`src/rtl/if_fetch_ctrl_pkg.sv`:
```
// Shared widths, PC step and FSM encoding for the instruction-fetch controller.
package if_fetch_ctrl_pkg;

    localparam int unsigned DEF_CPU_WIDTH  = 32;
    localparam int unsigned DEF_INST_WIDTH = 32;
    localparam int unsigned DEF_IBUF_DEPTH = 2;
    localparam int unsigned PC_INC         = 4;

    typedef enum logic [1:0] {
        ST_BOOT  = 2'd0,
        ST_RUN   = 2'd1,
        ST_DRAIN = 2'd2
    } fetch_state_e;

endpackage

```
`src/rtl/if_fetch_ctrl_sync_fifo.sv`:
```
// Small synchronous FIFO with flush; head entry is read straight from registered storage.
module if_sync_fifo #(
    parameter int unsigned WIDTH = 32,
    parameter int unsigned DEPTH = 2
) (
    input  logic                     clk,
    input  logic                     rst_n,
    input  logic                     push,
    input  logic [WIDTH-1:0]         push_data,
    input  logic                     pop,
    input  logic                     flush,
    output logic [WIDTH-1:0]         head_data,
    output logic [$clog2(DEPTH):0]   cnt,
    output logic                     empty,
    output logic                     full
);

    localparam int unsigned AW = $clog2(DEPTH);
    localparam int unsigned CW = AW + 1;

    logic [WIDTH-1:0] mem [DEPTH];
    logic [AW-1:0]    wr_ptr;
    logic [AW-1:0]    rd_ptr;
    logic [CW-1:0]    cnt_q;
    logic             do_push;
    logic             do_pop;

    assign empty     = (cnt_q == '0);
    assign full      = (cnt_q == CW'(DEPTH));
    assign do_push   = push && !full;
    assign do_pop    = pop && !empty;
    assign head_data = mem[rd_ptr];
    assign cnt       = cnt_q;

    // Flush only rewinds pointers; stale storage is never visible because cnt is zero.
    always_ff @(posedge clk or negedge rst_n) begin
        if (!rst_n) begin
            wr_ptr <= '0;
            rd_ptr <= '0;
            cnt_q  <= '0;
            for (int unsigned i = 0; i < DEPTH; i++) begin
                mem[i] <= '0;
            end
        end else if (flush) begin
            wr_ptr <= '0;
            rd_ptr <= '0;
            cnt_q  <= '0;
        end else begin
            if (do_push) begin
                mem[wr_ptr] <= push_data;
                wr_ptr      <= wr_ptr + AW'(1);
            end
            if (do_pop) begin
                rd_ptr <= rd_ptr + AW'(1);
            end
            cnt_q <= cnt_q + CW'(do_push) - CW'(do_pop);
        end
    end

endmodule

```
`src/rtl/if_fetch_ctrl.sv`:
```
// Instruction-fetch controller: credit-limited in-order imem requests, response buffering,
// decode handshake, and redirect flush with stale-response dropping.
module if_fetch_ctrl
    import if_fetch_ctrl_pkg::*;
#(
    parameter int unsigned CPU_WIDTH  = DEF_CPU_WIDTH,
    parameter int unsigned INST_WIDTH = DEF_INST_WIDTH,
    parameter int unsigned IBUF_DEPTH = DEF_IBUF_DEPTH
) (
    input  logic                  clk,
    input  logic                  rst_n,
    input  logic [CPU_WIDTH-1:0]  curr_pc,
    output logic                  next_en,
    output logic [CPU_WIDTH-1:0]  next_pc,
    input  logic                  redirect_vld,
    input  logic [CPU_WIDTH-1:0]  redirect_pc,
    output logic                  imem_req_vld,
    input  logic                  imem_req_rdy,
    output logic [CPU_WIDTH-1:0]  imem_req_addr,
    input  logic                  imem_rsp_vld,
    input  logic [INST_WIDTH-1:0] imem_rsp_data,
    output logic                  id_vld,
    input  logic                  id_rdy,
    output logic [INST_WIDTH-1:0] id_inst,
    output logic [CPU_WIDTH-1:0]  id_pc
);

    localparam int unsigned CNT_W = $clog2(IBUF_DEPTH) + 1;
    localparam int unsigned INF_W = CNT_W + 1;
    localparam int unsigned ENT_W = CPU_WIDTH + INST_WIDTH;

    fetch_state_e     state_q, state_d;
    logic [CNT_W-1:0] drop_q, drop_d;
    logic [CNT_W-1:0] pcq_cnt, ibuf_cnt;
    logic             pcq_empty, pcq_full, ibuf_empty, ibuf_full;
    logic [CPU_WIDTH-1:0] pcq_head;
    logic [ENT_W-1:0] ibuf_head, hold_q, id_ent;
    logic [INF_W-1:0] inflight;
    logic             credit_ok, redir, req_hs, rsp_take, id_hs;

    // pc queue occupancy doubles as the outstanding-request count.
    assign inflight      = INF_W'(pcq_cnt) + INF_W'(ibuf_cnt);
    assign credit_ok     = (inflight < INF_W'(IBUF_DEPTH)) && !pcq_full && !ibuf_full;
    assign redir         = redirect_vld && (state_q != ST_BOOT);
    assign imem_req_vld  = (state_q == ST_RUN) && !redirect_vld && credit_ok;
    assign imem_req_addr = curr_pc;
    assign req_hs        = imem_req_vld && imem_req_rdy;
    assign rsp_take      = (state_q == ST_RUN) && !redirect_vld && imem_rsp_vld && !pcq_empty;
    assign id_hs         = id_vld && id_rdy;

    assign id_vld  = !ibuf_empty;
    assign id_ent  = ibuf_empty ? hold_q : ibuf_head;
    assign id_pc   = id_ent[ENT_W-1:INST_WIDTH];
    assign id_inst = id_ent[INST_WIDTH-1:0];

    if_sync_fifo #(.WIDTH(CPU_WIDTH), .DEPTH(IBUF_DEPTH)) u_pc_q (
        .clk       (clk),
        .rst_n     (rst_n),
        .push      (req_hs),
        .push_data (curr_pc),
        .pop       (rsp_take),
        .flush     (redir),
        .head_data (pcq_head),
        .cnt       (pcq_cnt),
        .empty     (pcq_empty),
        .full      (pcq_full)
    );

    if_sync_fifo #(.WIDTH(ENT_W), .DEPTH(IBUF_DEPTH)) u_ibuf (
        .clk       (clk),
        .rst_n     (rst_n),
        .push      (rsp_take),
        .push_data ({pcq_head, imem_rsp_data}),
        .pop       (id_hs),
        .flush     (redir),
        .head_data (ibuf_head),
        .cnt       (ibuf_cnt),
        .empty     (ibuf_empty),
        .full      (ibuf_full)
    );

    always_ff @(posedge clk or negedge rst_n) begin
        if (!rst_n) begin
            state_q <= ST_BOOT;
            drop_q  <= '0;
            hold_q  <= '0;
        end else begin
            state_q <= state_d;
            drop_q  <= drop_d;
            if (!ibuf_empty) begin
                hold_q <= ibuf_head;
            end
        end
    end

    // Next state, drop counter and PC-register update.
    always_comb begin
        state_d = state_q;
        drop_d  = drop_q;
        next_en = 1'b0;
        next_pc = curr_pc;

        case (state_q)
            ST_BOOT: state_d = ST_RUN;
            ST_RUN: begin
                if (redirect_vld) begin
                    drop_d  = pcq_cnt - CNT_W'(imem_rsp_vld && !pcq_empty);
                    state_d = (drop_d != '0) ? ST_DRAIN : ST_RUN;
                end
            end
            ST_DRAIN: begin
                drop_d = drop_q - CNT_W'(imem_rsp_vld && drop_q != '0);
                if (drop_d == '0) begin
                    state_d = ST_RUN;
                end
            end
            default: state_d = ST_BOOT;
        endcase

        if (!rst_n) begin
            next_pc = '0;
        end else if (redir) begin
            next_en = 1'b1;
            next_pc = redirect_pc;
        end else if (req_hs) begin
            next_en = 1'b1;
            next_pc = curr_pc + CPU_WIDTH'(PC_INC);
        end
    end

endmodule

```
`config.mk`:
```
export PLATFORM = sky130hd
export DESIGN_NAME = if_fetch_ctrl
export DESIGN_NICKNAME = d
export VERILOG_FILES = /design/src/rtl/if_fetch_ctrl_pkg.sv /design/src/rtl/if_fetch_ctrl_sync_fifo.sv /design/src/rtl/if_fetch_ctrl.sv
export SDC_FILE = /design/constraint.sdc
export NUM_CORES = 1
export LEC_CHECK = 0
export BUFFER_PORTS_ARGS = -buffer_cell sky130_fd_sc_hd__buf_2
export CAP_MARGIN = 20
export CORE_MARGIN = 4
export CORE_UTILIZATION = 40
export DETAILED_ROUTE_END_ITERATION = 8
export GPL_ROUTABILITY_DRIVEN = 1
export PLACE_DENSITY = 0.62
export SYNTH_ARGS = -nofsm -noshare
export SYNTH_HDL_FRONTEND = slang
export SYNTH_HIERARCHICAL = 1
export SYNTH_SLANG_ARGS = --single-unit
```
`constraint.sdc`:
```
create_clock -name clk -period 7.92 [get_ports clk]
set_input_delay 1.98 -clock clk [delete_from_list [all_inputs] [get_ports clk]]
set_output_delay 1.98 -clock clk [all_outputs]
set_load 0.03 [all_outputs]
```
==> results.sh, run 1 <==
export IMPL_antenna_left=0
export IMPL_crit_fanout=21
export IMPL_insertion_delay_ns=0.55
export IMPL_synth_area_leader_cell="dfrtp_1"
export IMPL_status="finished clean"
export IMPL_yosysWarnings=6
export IMPL_portBuffers=232
export IMPL_synthTopCellsByArea="dfrtp_1 52%, mux2_2 30%, buf_4 1.9%"
export IMPL_cts_tree="done"
export IMPL_relSlewSlack_pct=26.2
export IMPL_placed_cell_area_mm2=0.0141
export IMPL_top_layer="met4"
export IMPL_routedWlPerCell_um=19.0
export IMPL_grt_max_degree=101
export IMPL_cts_hold_buffers=0
export IMPL_setup_viol_count_final=0
export IMPL_postCtsSetupRepairBufs=0
export IMPL_firstDrtPassIters=4
export IMPL_routabilityCongestion=0.760
export IMPL_startpoint_type="input port"
export IMPL_grt_usage_pct=16.7
export IMPL_netlist_area_mm2=0.0128
export IMPL_first_global_vias=8725
export IMPL_syn_area_per_cell_um2=13.5
export IMPL_endpoint_kind="output pin"
export IMPL_drt_met1_wl_um=13100
export IMPL_total_power_mw=5.13
export IMPL_num_vias=8093
export IMPL_cts_resized=0
export IMPL_route_met3_wl_um=1590
export IMPL_async_flop_share_pct=100
export IMPL_maxCapViolCount=0
export IMPL_fin_hold_ws_ns=0.489
export IMPL_power_density_mw_per_mm2=341
export IMPL_routed_wl_um=29700
export IMPL_wl_met2_um=14600
export IMPL_final_core_util_pct=47.6
export IMPL_start_util_pct=40.6
export IMPL_clk_root_buffer_cell="clkbuf_16"
export IMPL_dp_hpwl_um=19300
export IMPL_numCtsBuffers=31
export IMPL_hold_viol_final=0
export IMPL_design_area_mm2=0.0151
export IMPL_irDropWorstVdd_uv=194
export IMPL_synthCells=950
export IMPL_worst_pin_slew_ns=1.11
export IMPL_die_area_mm2=0.0350
export IMPL_multi_input_area_mm2=0.00555
export IMPL_skew_ns=0.0172
export IMPL_fin_crit_ns=6.16
export IMPL_ioPinCount=233
export IMPL_seqCellArea_mm2=0.00671
export IMPL_grt_overflow=0
export IMPL_grt_antenna_before_repair=0
export IMPL_synth_seq_cells=268
export IMPL_syn_num_nets=1060
export IMPL_crit_path_cell_trace="buf_2, and4bb_1, nand4_2, nor4_2, xnor2_1, a21oi_1, buf_2"
export IMPL_num_rows=65
export IMPL_clkSinkCount=268
export IMPL_fin_crit_sh_pct=77.7
export IMPL_synth_top_area_share_pct=52.2
export IMPL_setup_tns_final_ns=0
export IMPL_drt_iter0_drc=295
export IMPL_syn_to_final_growth_pct=17.4
export IMPL_max_freq_ghz=0.162
export IMPL_core_mm2=0.0316
export IMPL_drc=0
export IMPL_slew_viol_final=0
export IMPL_critPathKind="in2out"
export IMPL_critPathMaxStageDelay_ns=0.63
export IMPL_die_w_um=187
export IMPL_p_leak_nw=7.48
export IMPL_htreeDepth=1
export IMPL_hold_class="reg2reg"
export IMPL_cp_required_ns=5.94
export IMPL_ys_seq_area_share_pct=52.2
export IMPL_die_h_um=187
export IMPL_num_nets_final=1251
export IMPL_fill_cells=2812
export IMPL_drive_gt1_share_pct=56.7
export IMPL_path_clk_slew_ns=0.06
export IMPL_antennaDiodeCount=0
export IMPL_synth_edff_count=0
export IMPL_rsz0062_at_grt="false"
export IMPL_crit_slowest_cell="nand4_2"
export IMPL_grt_pass1_wl_um=48200
export IMPL_synthTopCellsByCount="347 x mux2_2, 268 x dfrtp_1, 35 x a21oi_1"
export IMPL_path_common_cell="buf_2"
export IMPL_clock_path_buffers=3
export IMPL_synth_cell_types=44
export IMPL_worstPathArrival_ns=4.18
export IMPL_viasPerCell=5.16
export IMPL_ys_flop_type="dfrtp_1"
export IMPL_synth_most_common_cell="mux2_2"
## logic make-up after synthesis
| kind of cell | share of synthesized area (%) |
|---|---|
| multiplexers | 30.9 |
| flip-flops | 52.2 |
| AND/OR/NAND/NOR | 5.64 |
| buffers and inverters | 4.67 |
| AO/OA/AOI/OAI | 3.43 |
| XOR/XNOR | 2.32 |
| adder cells (fa/ha/maj) | 0.838 |
## flip-flops by register name (all words and copies together) (netlist names)
signal         cells
u_ibuf/mem       128
state_q            2
hold_q            64
u_ibuf/rd_ptr      1
u_ibuf/wr_ptr      1
u_pc_q/mem        64
u_ibuf/cnt         2
u_pc_q/wr_ptr      1
drop_q             2
u_pc_q/cnt         2
u_pc_q/rd_ptr      1
## routing by layer
metal	vias to the layer above	global-route usage (%)
met5	-	0
met4	0	2.96
met3	36	3.38
met2	178	28.7
met1	4124	22.4
li1	3755	-
## cells in the final DEF (no fill, tap or decap), drive strengths merged, types with 2 or more instances in the layout
cell | synthesis | routed
mux2 | 352 | 352
dfrtp | 268 | 268
buf | 62 | 244
clkbuf | 24 | 48
a21oi | 35 | 35
o21ai | 33 | 33
xnor2 | 26 | 26
nand2 | 19 | 19
inv | 16 | 17
nor4 | 15 | 15
nor2 | 12 | 12
nand3 | 10 | 10
nor3 | 10 | 10
and2 | 9 | 9
nand4 | 9 | 9
xor2 | 8 | 8
ha | 7 | 7
and4 | 5 | 5
clkinv | 0 | 5
nor2b | 4 | 4
a211oi | 4 | 4
and3 | 3 | 3
o21a | 3 | 3
clkinvlp | 0 | 2
nand4b | 2 | 2
or3 | 2 | 2
nand2b | 2 | 2
## power breakdown
part / internal, mW / switching, mW / total (mW)
Sequential: 1.83 / 0.200 / 2.03
Clock: 0.810 / 0.547 / 1.36
Combinational: 0.779 / 0.968 / 1.75
## path summary, 6_finish.rpt
path / startpoint / endpoint / slack (ns) / cells after the start
hold / removal: u_ibuf/mem[105]$_DFFE_PN0P_ / u_ibuf/mem[105]$_DFFE_PN0P_ / 0.49 / 1
setup / recovery: redirect_vld / next_pc[31] / 1.76 / 7
min in group asynchronous: rst_n / u_ibuf/mem[49]$_DFFE_PN0P_ / 1.46 / 1
max in group asynchronous: rst_n / u_ibuf/mem[83]$_DFFE_PN0P_ / 4.39 / 3
hold reg to reg: u_ibuf/mem[105]$_DFFE_PN0P_ / u_ibuf/mem[105]$_DFFE_PN0P_ / 0.49 / 1
setup reg to reg: u_pc_q/cnt[0]$_DFF_PN0_ / u_pc_q/mem[61]$_DFFE_PN0P_ / 4.35 / 8
## area by class of cell
cell class | count | area share, %
Multi-Input combinational cell | 580 | 36.8
Clock inverter | 9 | 0.548
Tap cell | 402 | 3.34
Inverter | 16 | 0.399
Timing Repair Buffer | 244 | 8.37
Clock buffer | 48 | 5.97
Sequential cell | 268 | 44.5
## critical path, delay by kind of cell
| family | cells | cell delay [ns] |
|---|---|---|
| AO/OA/AOI/OAI | 1 | 0.15 |
| AND/OR/NAND/NOR | 3 | 1.55 |
| XOR/XNOR | 1 | 0.12 |
| buffers and inverters | 2 | 0.36 |
## per-stage QoR
step                instances  setup WS, ns
floorplan                 950          2.12
global placement         1510          1.80
detailed placement       1510          1.76
CTS                      1567          1.74
global route             1567          1.62
finish                   1567          1.76
(Power assumes the default switching activity.)
==> inputs of run 2 (changes only) <==
- PLACE_DENSITY: 0.62 -> 0.64
- clock period: 7.92 -> 5.14 ns (I/O delays scaled with it)
==> run 2 against run 1 <==
Net effect:
- global-route usage increased by 0.15 points
- via count up 0.33%
- sequential power rose by 55%
- largest cell class unchanged
- utilization grew 0.17 points
- largest power group unchanged
- sequential cell count is the same
- combinational power grew 55%
- clock skew about the same
- critical path depth rose by 2
- final area up 0.36%
- sequential share of layout area decreased by 0.15 points
- register-to-register slack lost 2.8 ns
==> results.sh, run 2 (synthesis gave the netlist of run 1 again) <==
export IMPL_status="finished clean"
export IMPL_relSlewSlack_pct=26.5
export IMPL_dp_hpwl_um=19800
export IMPL_num_nets_final=1254
export IMPL_worst_pin_slew_ns=1.10
export IMPL_slew_viol_final=0
export IMPL_total_power_mw=7.93
export IMPL_rsz0062_at_grt="false"
export IMPL_crit_fanout=21
export IMPL_pre_cts_slack_ns=0.733
export IMPL_r2r_slack_ns=1.56
export IMPL_maxCapViolCount=0
export IMPL_crit_slowest_cell="nor4_2"
export IMPL_routabilityCongestion=0.753
export IMPL_final_core_util_pct=47.8
export IMPL_regMostFlops="u_ibuf/mem"
export IMPL_htreeDepth=1
export IMPL_num_rows=65
export IMPL_firstDrtPassIters=4
export IMPL_fin_hold_ws_ns=0.483
export IMPL_crit_path_cell_trace="and2_1, fa_1, nor4_2, nand4_2, buf_4, nor4_2, xnor2_1, a21oi_1, buf_2"
export IMPL_worst_slack_ns=0.223
export IMPL_die_area_mm2=0.0350
export IMPL_syn_to_final_growth_pct=17.8
export IMPL_grt_overflow=0
export IMPL_design_area_mm2=0.0151
export IMPL_skew_ns=0.0174
export IMPL_hold_viol_final=0
export IMPL_drive_gt1_share_pct=56.9
export IMPL_clkSinkCount=268
export IMPL_instances_no_fill=1566
export IMPL_core_mm2=0.0316
export IMPL_num_vias=8120
export IMPL_dp_cells=1514
export IMPL_path_common_cell="nor4_2"
export IMPL_swShare_pct=33.3
export IMPL_internal_power_mw=5.29
export IMPL_fin_crit_sh_pct=95.7
export IMPL_max_freq_ghz=0.203
export IMPL_grt_pass1_wl_um=48400
export IMPL_cts_tree="done"
export IMPL_die_w_um=187
export IMPL_start_util_pct=40.6
export IMPL_setup_tns_final_ns=0
export IMPL_worstPathArrival_ns=3.63
export IMPL_cts_hold_buffers=0
export IMPL_critPathMaxStageDelay_ns=0.60
export IMPL_hold_class="reg2reg"
export IMPL_postCtsSetupRepairBufs=0
export IMPL_startpoint="u_pc_q/cnt[0]$_DFF_PN0_"
export IMPL_p_comb_share_pct=34.2
export IMPL_viasPerCell=5.19
export IMPL_p_switching_mw=2.64
export IMPL_critPathKind="reg2out"
export IMPL_top_regs="u_ibuf/mem x128, hold_q x64, u_pc_q/mem x64"
export IMPL_clockPowerShare_pct=26.3
export IMPL_p_leak_nw=7.50
export IMPL_insertion_delay_ns=0.55
export IMPL_pwr_share_seq_pct=39.5
export IMPL_final_cell_mix="347 x mux2_2, 266 x dfrtp_1, 231 x buf_2"
export IMPL_grt_max_degree=84
export IMPL_clk_root_buffer_cell="clkbuf_16"
export IMPL_irDropWorstVdd_uv=309
export IMPL_first_global_vias=8590
export IMPL_cp_required_ns=3.86
export IMPL_startpoint_type="flip-flop"
export IMPL_ff2ff_path_depth=7
export IMPL_r2r_end="u_pc_q/mem[19]$_DFFE_PN0P_"
export IMPL_clock_path_buffers=3
export IMPL_placed_cell_area_mm2=0.0142
export IMPL_drc=0
export IMPL_portBuffers=232
export IMPL_path_clk_slew_ns=0.06
export IMPL_setup_viol_count_final=0
export IMPL_endpoint="next_pc[31]"
export IMPL_cts_resized=0
export IMPL_antennaDiodeCount=0
export IMPL_routedWlPerCell_um=19.3
export IMPL_drt_iter0_drc=353
export IMPL_grt_antenna_before_repair=3
export IMPL_fin_crit_ns=4.92
export IMPL_layout_commonest_cell="mux2_2"
export IMPL_ioPinCount=233
export IMPL_endpoint_kind="output pin"
export IMPL_r2r_start="u_pc_q/cnt[0]$_DFF_PN0_"
export IMPL_power_density_mw_per_mm2=524
export IMPL_numCtsBuffers=30
export IMPL_grt_usage_pct=16.9
export IMPL_routed_wl_um=30200
export IMPL_die_h_um=187
export IMPL_largest_register_ffs=128
export IMPL_antenna_left=0
-- run 2: cell types whose count changed in the layout (fill, tap and decap cells not counted), sizes merged --
cell / delta
clkbuf: -3
clkinv: -2
bufinv: +1
inv: -1
buf: +4
-- run 2: power by group through the flow --
| stage | Sequential (mW) | Combinational [mW] | Clock (mW) |
|---|---|---|---|
| final | 3.14 | 2.71 | 2.09 |
| after global routing | 3.22 | 2.95 | 2.25 |
| after CTS | 3.14 | 2.76 | 2.16 |
| after detailed placement | 3.18 | 2.75 | 0 |
| after global placement | 3.13 | 2.71 | 0 |
| after floorplan | 3.05 | 2.10 | 0 |
-- run 2: layout make-up --
type / count / area, um^2
Sequential cell: 268 / 6710
Clock buffer: 45 / 867
Multi-Input combinational cell: 580 / 5550
Timing Repair Buffer: 248 / 1330
Inverter: 16 / 60.1
Tap cell: 402 / 503
Fill cell: 2856 / 16500
Clock inverter: 7 / 101
-- run 2: worst min-delay path by stage --
stage	start	end	slack, ns	cells past startpoint
after global placement	u_ibuf/mem[71]$_DFFE_PN0P_	u_ibuf/mem[71]$_DFFE_PN0P_	0.46	1
after detailed placement	u_ibuf/mem[107]$_DFFE_PN0P_	u_ibuf/mem[107]$_DFFE_PN0P_	0.47	1
after global routing	u_pc_q/mem[63]$_DFFE_PN0P_	u_pc_q/mem[63]$_DFFE_PN0P_	0.49	1
after CTS	u_pc_q/mem[63]$_DFFE_PN0P_	u_pc_q/mem[63]$_DFFE_PN0P_	0.49	1
after floorplan	u_ibuf/mem[105]$_DFFE_PN0P_	u_ibuf/mem[105]$_DFFE_PN0P_	0.45	1
final	u_pc_q/mem[63]$_DFFE_PN0P_	u_pc_q/mem[63]$_DFFE_PN0P_	0.48	1
-- run 2: metal layers --
| metal | part of all wire (%) | vias to the layer above | global-route usage, % |
|---|---|---|---|
| li1 | - | 3753 | - |
| met1 | 44 | 4112 | 22.3 |
| met2 | 47 | 212 | 28.2 |
| met3 | 6.5 | 39 | 4.57 |
| met4 | 1.9 | 4 | 3.36 |
| met5 | 0.063 | - | 0 |
-- run 2: worst max-delay path: cells and delay by family, from the launching register on --
| family | cells | cell delay, ns |
|---|---|---|
| and+or+nand+nor | 4 | 1.34 |
| buffers and inverters | 2 | 0.48 |
| adders and majority gates | 1 | 0.46 |
| DFF | 1 | 0.43 |
| xor gates and xnor gates | 1 | 0.20 |
| AOI/OAI and AO/OA | 1 | 0.16 |
==> inputs of run 3 (changes only) <==
- CELL_PAD_IN_SITES_DETAIL_PLACEMENT: default -> 0
- CELL_PAD_IN_SITES_GLOBAL_PLACEMENT: default -> 1
- PLACE_DENSITY: 0.64 -> 0.76
==> run 3 against run 2 <==
Net effect:
- final area grew 0.30%
- register-to-register slack gained 0.03 ns
- non-clock buffer count shrank 1
- wire length shrank 2.1%
- power grew 1.3%
- critical endpoint is now next_pc[18]
- sequential share of layout area shrank 0.13 points
- highest routed layer is now met4
- cell count grew 0.13%
- first-iteration DRC count shrank 2.3%
- critical path depth is the same
- die area is the same
- clock skew shrank 0.0090 ns
- clock-buffer cell count shrank 3
==> results.sh, run 3 (synthesis gave the netlist of run 1 again) <==
export IMPL_layout_commonest_cell="mux2_2"
export IMPL_drc=0
export IMPL_rsz0062_at_grt="false"
export IMPL_relSlewSlack_pct=29.0
export IMPL_r2r_slack_ns=1.59
export IMPL_firstDrtPassIters=4
export IMPL_cts_resized=0
export IMPL_die_area_mm2=0.0350
export IMPL_cts_tree="done"
export IMPL_p_leak_nw=7.53
export IMPL_endpoint="next_pc[18]"
export IMPL_fin_crit_sh_pct=91.5
export IMPL_worstPathArrival_ns=3.42
export IMPL_worst_pin_slew_ns=1.06
export IMPL_num_rows=65
export IMPL_insertion_delay_ns=0.54
export IMPL_r2r_start="u_pc_q/cnt[0]$_DFF_PN0_"
export IMPL_ioPinCount=233
export IMPL_final_cell_mix="347 x mux2_2, 266 x dfrtp_1, 231 x buf_2"
export IMPL_status="finished clean"
export IMPL_cp_required_ns=3.86
export IMPL_endpoint_kind="output pin"
export IMPL_top_regs="u_ibuf/mem x128, hold_q x64, u_pc_q/mem x64"
export IMPL_num_vias=8133
export IMPL_use_met1_pct=21.9
export IMPL_numCtsBuffers=30
export IMPL_hold_viol_final=0
export IMPL_core_mm2=0.0316
export IMPL_routedWlPerCell_um=18.9
export IMPL_slew_viol_final=0
export IMPL_clock_path_buffers=3
export IMPL_power_density_mw_per_mm2=529
export IMPL_antenna_left=0
export IMPL_path_clk_slew_ns=0.06
export IMPL_setup_viol_count_final=0
export IMPL_portBuffers=232
export IMPL_grt_busiest_layer="met2"
export IMPL_htreeDepth=1
export IMPL_critPathKind="reg2out"
export IMPL_antennaDiodeCount=0
export IMPL_skew_ns=0.00834
export IMPL_dp_hpwl_um=19800
export IMPL_largest_register_ffs=128
export IMPL_startpoint_type="flip-flop"
export IMPL_ff2ff_path_depth=7
export IMPL_fin_crit_ns=4.70
export IMPL_routed_wl_um=29600
export IMPL_viasPerCell=5.19
export IMPL_setup_tns_final_ns=0
export IMPL_first_global_vias=8641
export IMPL_grt_antenna_before_repair=0
export IMPL_grt_usage_pct=16.4
export IMPL_routabilityCongestion=0.767
export IMPL_die_w_um=187
export IMPL_fin_hold_ws_ns=0.487
export IMPL_hold_start="u_pc_q/mem[63]$_DFFE_PN0P_"
export IMPL_syn_to_final_growth_pct=18.1
export IMPL_fill_cells=2848
export IMPL_irDropWorstVdd_uv=358
export IMPL_clk_root_buffer_cell="clkbuf_16"
export IMPL_grt_max_degree=74
export IMPL_grt_overflow=0
export IMPL_crit_fanout=21
export IMPL_final_core_util_pct=47.9
export IMPL_maxCapViolCount=0
export IMPL_max_freq_ghz=0.213
export IMPL_clkSinkCount=268
export IMPL_startpoint="u_pc_q/cnt[0]$_DFF_PN0_"
export IMPL_met3_usage_pct=4.76
export IMPL_num_nets_final=1253
export IMPL_grt_pass1_wl_um=47400
export IMPL_hold_class="reg2reg"
export IMPL_die_h_um=187
export IMPL_cts_hold_buffers=0
export IMPL_multi_input_area_mm2=0.00555
export IMPL_postCtsSetupRepairBufs=0
export IMPL_r2r_end="u_pc_q/mem[22]$_DFFE_PN0P_"
export IMPL_regMostFlops="u_ibuf/mem"
export IMPL_drive_gt1_share_pct=57.5
export IMPL_use_met2_pct=27.3
export IMPL_drt_iter0_drc=345
export IMPL_seqCellArea_mm2=0.00671
export IMPL_total_power_mw=8.03
export IMPL_start_util_pct=40.6
run 3: how the worst min path moves through the flow:
stage / cells past startpoint / end / slack (ns)
finish: 1 / u_pc_q/mem[63]$_DFFE_PN0P_ / 0.49
global route: 1 / hold_q[63]$_DFF_PN0_ / 0.50
CTS: 1 / u_pc_q/mem[63]$_DFFE_PN0P_ / 0.49
detailed placement: 1 / u_pc_q/mem[63]$_DFFE_PN0P_ / 0.47
global placement: 1 / u_ibuf/mem[106]$_DFFE_PN0P_ / 0.47
floorplan: 1 / u_ibuf/mem[105]$_DFFE_PN0P_ / 0.45
run 3: layout make-up:
cell class | count | area share (%)
Clock inverter | 13 | 0.833
Sequential cell | 268 | 44.2
Clock buffer | 42 | 5.98
Inverter | 16 | 0.396
Tap cell | 402 | 3.32
Multi-Input combinational cell | 580 | 36.6
Timing Repair Buffer | 247 | 8.63
run 3: stage by stage:
step                      cell area, um^2  cells  worst slack, ns
final                               15200   1568            0.437
after global routing                15200   1568            0.163
after CTS                           15200   1568            0.347
after detailed placement            14100   1513            0.722
after global placement              14100   1513            0.744
after floorplan                     12800    950            0.729
run 3: where the power goes:
| group | internal [mW] | switching [mW] | leakage, nW |
|---|---|---|---|
| clock | 1.32 | 0.853 | 0.509 |
| sequential | 2.82 | 0.312 | 3.58 |
| combinational | 1.21 | 1.51 | 3.44 |
run 3: routing by layer:
metal | vias up | share of wire, %
li1 | 3753 | -
met1 | 4128 | 45
met2 | 220 | 47
met3 | 32 | 7.8
met4 | 0 | 0.99
met5 | - | 0
run 3: worst max-delay path, cell delays in order (launching register included):
cell and delay, ns:
dfrtp_1 0.43, and2_1 0.19, fa_1 0.45, nor4_2 0.51, nand4_2 0.12, buf_4 0.26
nor4_2 0.32, xnor2_1 0.10, a21oi_1 0.24, buf_2 0.25
